## src/rtl/input_conditioner.sv

```systemverilog
// Conditions the raw DE2 keys and switches for slc3.
// Keys are synchronized, inverted to active-high, debounced, and turned into levels and press pulses.

module input_conditioner_key #(
    parameter int unsigned DEBOUNCE_CYCLES = 50000,
    parameter int unsigned CNT_W           = 20
) (
    input  logic i_clk,
    input  logic i_rst,
    input  logic i_key_n,
    output logic o_level,
    output logic o_pulse
);
    typedef enum logic [1:0] {
        RELEASED     = 2'd0,
        PRESS_WAIT   = 2'd1,
        PRESSED      = 2'd2,
        RELEASE_WAIT = 2'd3
    } state_t;

    // Entering a WAIT state takes one edge, so the counter needs one fewer count.
    // After that, DEBOUNCE_CYCLES stable synchronized samples have been seen.
    localparam logic [CNT_W-1:0] LAST_CNT = CNT_W'(DEBOUNCE_CYCLES - 2);

    logic             r_meta;
    logic             r_sync;
    state_t           r_state;
    state_t           w_state_next;
    logic [CNT_W-1:0] r_cnt;
    logic [CNT_W-1:0] w_cnt_next;
    logic             r_pulse;
    logic             w_pulse_next;

    always_ff @(posedge i_clk or posedge i_rst) begin
        if (i_rst) begin
            r_meta  <= 1'b0;
            r_sync  <= 1'b0;
            r_state <= RELEASED;
            r_cnt   <= '0;
            r_pulse <= 1'b0;
        end else begin
            r_meta  <= ~i_key_n;
            r_sync  <= r_meta;
            r_state <= w_state_next;
            r_cnt   <= w_cnt_next;
            r_pulse <= w_pulse_next;
        end
    end

    always_comb begin
        w_state_next = r_state;
        w_cnt_next   = '0;
        w_pulse_next = 1'b0;
        case (r_state)
            RELEASED: begin
                if (r_sync) w_state_next = PRESS_WAIT;
            end
            PRESS_WAIT: begin
                if (!r_sync) begin
                    w_state_next = RELEASED;
                end else if (r_cnt == LAST_CNT) begin
                    w_state_next = PRESSED;
                    w_pulse_next = 1'b1;
                end else begin
                    w_cnt_next = r_cnt + 1'b1;
                end
            end
            PRESSED: begin
                if (!r_sync) w_state_next = RELEASE_WAIT;
            end
            RELEASE_WAIT: begin
                if (r_sync) begin
                    w_state_next = PRESSED;
                end else if (r_cnt == LAST_CNT) begin
                    w_state_next = RELEASED;
                end else begin
                    w_cnt_next = r_cnt + 1'b1;
                end
            end
            default: w_state_next = RELEASED;
        endcase
    end

    assign o_level = (r_state == PRESSED) || (r_state == RELEASE_WAIT);
    assign o_pulse = r_pulse;
endmodule

module input_conditioner #(
    parameter int unsigned DEBOUNCE_CYCLES = 50000,
    parameter int unsigned CNT_W           = 20
) (
    input  logic        Clk,
    input  logic        Reset,
    input  logic        Run,
    input  logic        Continue,
    input  logic [15:0] Switches_raw,
    output logic        Run_level,
    output logic        Continue_level,
    output logic        Run_pulse,
    output logic        Continue_pulse,
    output logic [15:0] Switches
);
    logic [15:0] r_sw_meta;
    logic [15:0] r_sw_sync;

    input_conditioner_key #(
        .DEBOUNCE_CYCLES(DEBOUNCE_CYCLES),
        .CNT_W          (CNT_W)
    ) u_run (
        .i_clk  (Clk),
        .i_rst  (Reset),
        .i_key_n(Run),
        .o_level(Run_level),
        .o_pulse(Run_pulse)
    );

    input_conditioner_key #(
        .DEBOUNCE_CYCLES(DEBOUNCE_CYCLES),
        .CNT_W          (CNT_W)
    ) u_continue (
        .i_clk  (Clk),
        .i_rst  (Reset),
        .i_key_n(Continue),
        .o_level(Continue_level),
        .o_pulse(Continue_pulse)
    );

    // Switches are static operator settings, so they are synchronized but not debounced.
    always_ff @(posedge Clk or posedge Reset) begin
        if (Reset) begin
            r_sw_meta <= '0;
            r_sw_sync <= '0;
        end else begin
            r_sw_meta <= Switches_raw;
            r_sw_sync <= r_sw_meta;
        end
    end

    assign Switches = r_sw_sync;
endmodule
```

## config.mk

```make
export PLATFORM = sky130hd
export DESIGN_NAME = input_conditioner
export DESIGN_NICKNAME = d
export VERILOG_FILES = /design/src/rtl/input_conditioner.sv
export SDC_FILE = /design/constraint.sdc
export NUM_CORES = 1
export LEC_CHECK = 0
export CORE_UTILIZATION = 50
export CTS_BUF_LIST = sky130_fd_sc_hd__clkbuf_8
export DETAILED_ROUTE_END_ITERATION = 8
export GPL_TIMING_DRIVEN = 0
export PLACE_DENSITY = 0.8
export SYNTH_ARGS = -nofsm -noshare
export SYNTH_HDL_FRONTEND = slang
export SYNTH_SLANG_ARGS = --single-unit
```

## constraint.sdc

```tcl
create_clock -name Clk -period 2.7 [get_ports Clk]
set_clock_uncertainty 0.05 [all_clocks]
set_input_delay 0.405 -clock Clk [delete_from_list [all_inputs] [get_ports Clk]]
set_output_delay 0.405 -clock Clk [all_outputs]
set_load 0.01 [all_outputs]
```

==> impl_metrics.ini <==
[worst_setup_path]
end_kind = register
crit_family = simple AND/OR/NAND/NOR gates
crit_path_max_cell_delay_ns = 0.55
critPathBufInv = 0
crit_type = register to register
critPathArrivalTime_ns = 2.27
cp_slowest_cell = or4_1
cp_data_required_time_ns = 2.90
crit_path_start_kind = register
timing.critical_path.cells = or4_1, nor4_1, and3_1, mux2_2
path_max_fanout = 6

[sta]
min_period_ns = 2.07
drv_slew = 0
worst_pin_slew_ns = 0.517
fmax_mhz = 484
timing.final.ws_setup_ns = 0.632
report.final.setup_viol = 0
rsz0062_at_grt = false
worst_slew_margin_rel_pct = 65.2
post-route-period-util_pct = 76.6
hold_violations_final = 0

[clocking]
cts_num_sinks = 82
clock_latency_ns = 0.36
tritoncts = built
cts.repair_timing.setup_buffer_count = 0
cts_repair_resize_count = 0
tritoncts.num_buffers = 9
clock_tree.root_cell = clkbuf_8
cts.reportedPaths.clkPinSlew_ns = 0.09
ctsLongestPathBuffers = 2
cts_hold_buf = 0
htreeDepth = 3

[placement]
dpl.hpwl_mm = 3.88
gp_congestion = 0.815
io_buffer_count = 39
place_ws_ns = 0.665
placedInstanceArea_um2 = 3810

[synthesis]
synth_cell_type_count = 41
netlist_top_cells_area = dfrtp_1, xor2_1, nor2_1
synth.top_cell.area_share_pct = 62.3
post_syn_area_um2 = 3290
postSynthRegisterBits = 82
mappedNetlistNets = 301
synth.yosys.seq_area_share_pct = 62.3
synth-warning-count = 0
average_footprint_of_a_synthesized_cell_um2 = 11.9
postSynthCellCount = 277
synth_top_area_cell = dfrtp_1

[grt]
largest_net_degree_at_the_start_of_global_routing = 75
grt_overflow = 0
gr-usage-all-layers_pct = 18.0
grt_pass1_vias = 2142
grt_first_pass_wirelength_mm = 9.73
antenna_found_initial = 0

[power_and_ir_drop]
comb_power_share_pct = 4.9
swShare_pct = 23.3
leakage_nw = 1.69
pwr-share-clk_pct = 39.9
report.power.total_mw = 2.30
vdd_ir_drop_max_uv = 468
internal-power_mw = 1.76
p_switching_mw = 0.537
share_seq_of_total_power_pct = 55.2
power.density_cell_area_nw_per_um2 = 572

[layout]
area.growth.synth_to_final_pct = 22.1
finish.net_count = 352
design_area_um2 = 4020
n_antenna_cell = 0
post_route_cells_drive_above_1_share_pct = 10.8
final_common_cell = dfrtp_1
commonest_non_fill_non_tap_cells_in_the_layout = dfrtp_1, clkdlybuf4s50_1, nor2_1

[worst_hold_path]
min-delay-path-class = primary input to asynchronous set/reset pin

[route]
detail_route.drc_violations = 0
routed_wirelength_mm = 5.69
vias = 2164
drt-wirelength-per-cell_um = 13.9
drt_iter0_markers = 102
avgViaCountPerCell = 5.28
pre_repair_dr_iteration_count = 4
final_antenna_net_count = 0

[flow_run]
max-cap-violations = 0

[floorplan]
die_height_um = 83.1
pin_count = 40
initial_utilization_pct = 51.8
core-area_um2 = 6350
die_x_um = 83.1
rows = 29
fp.dieArea_um2 = 6910

[outcome]
run_status = finished, final reports clean
[sequential cells by signal, indices dropped and copies added (netlist names), named ones only]
name / cells
Switches: 16
r_sw_meta: 16
u_continue.o_pulse: 1
u_continue.r_cnt: 20
u_continue.r_meta: 1
u_continue.r_state: 1
u_continue.r_sync: 1
u_run.o_pulse: 1
u_run.r_cnt: 20
u_run.r_meta: 1
u_run.r_state: 1
u_run.r_sync: 1
[cell type report]
cell class              instances  area, um^2
plain buffers                  11        70.1
clock buffers                   9         124
clock inverters                 7        86.3
fillers                       495        2330
inverters                       9        36.3
multi-input cells             175        1140
flip-flops and latches         82        2050
well taps                      77        96.3
repair buffers                 40         418
[kinds of logic after synthesis]
logic type	synth area share [%]
and+or+nand+nor	20.3
DFF	62.3
xor gates and xnor gates	7.72
AOI/OAI and AO/OA	3.99
buffers and inverters	3.15
adders and majority gates	1.52
muxes	0.988
[synthesized netlist by cell type]
cell / number
dfrtp_1: 82
nor2_1: 33
xor2_1: 17
nand2_1: 14
nand3_1: 12
xnor2_1: 12
nand4_1: 11
inv_1: 9
nor4_1: 8
a21oi_1: 7
nor3_1: 6
o21ai_0: 6
or3_1: 6
and4_1: 5
and3_1: 4
buf_2: 4
ha_1: 4
or4_1: 4
nor4b_1: 3
and2_1: 2
buf_4: 2
buf_6: 2
clkbuf_1: 2
mux2_2: 2
nand3b_1: 2
nand4_2: 2
nor4bb_1: 2
a21o_1: 1
a21oi_2: 1
a31o_2: 1
a41oi_1: 1
and3b_1: 1
and4bb_2: 1
clkbuf_2: 1
mux2i_1: 1
nand2b_1: 1
nand4b_1: 1
o311ai_2: 1
o31a_1: 1
o31ai_1: 1
or4_4: 1
[power by group through the flow]
stage	combinational, mW	clock [mW]	sequential (mW)
floorplan	0.0396	0	1.30
global placement	0.109	0	1.29
detailed placement	0.116	0	1.29
CTS	0.116	0.950	1.27
global route	0.125	1.00	1.27
finish	0.113	0.918	1.27
[final timing paths]
kind	start	end	slack, ns	cells past startpoint
hold reg to reg	r_sw_meta[6]	Switches[6]	0.30	0
hold / removal	Reset	Switches[14]	0.23	2
setup reg to reg	u_continue.r_cnt[12]	register	0.63	4
max in group asynchronous	Reset	Switches[2]	1.81	3
min in group Clk	r_sw_meta[6]	Switches[6]	0.30	0
setup / recovery	u_continue.r_cnt[12]	register	0.63	4
[metal layers]
| metal | vias up | track usage (%) | share of wire, % |
|---|---|---|---|
| met5 | - | 0 | 0 |
| met4 | 0 | 5.80 | 0.44 |
| met3 | 4 | 6.76 | 3.6 |
| met2 | 42 | 29.7 | 51 |
| met1 | 1053 | 21.9 | 45 |
| li1 | 1065 | - | - |
[through the flow]
step	std cells	hold WS, ns	setup TNS (ns)	utilization, %
after global routing	410	0.223	0	63.3
after detailed placement	394	0.285	0	60.0
after global placement	393	0.282	-85.57	59.5
after CTS	410	0.226	0	63.3
after floorplan	277	0.281	0	-
final	410	0.230	0	63.3
Note: power is estimated with default switching activity, not from simulation.
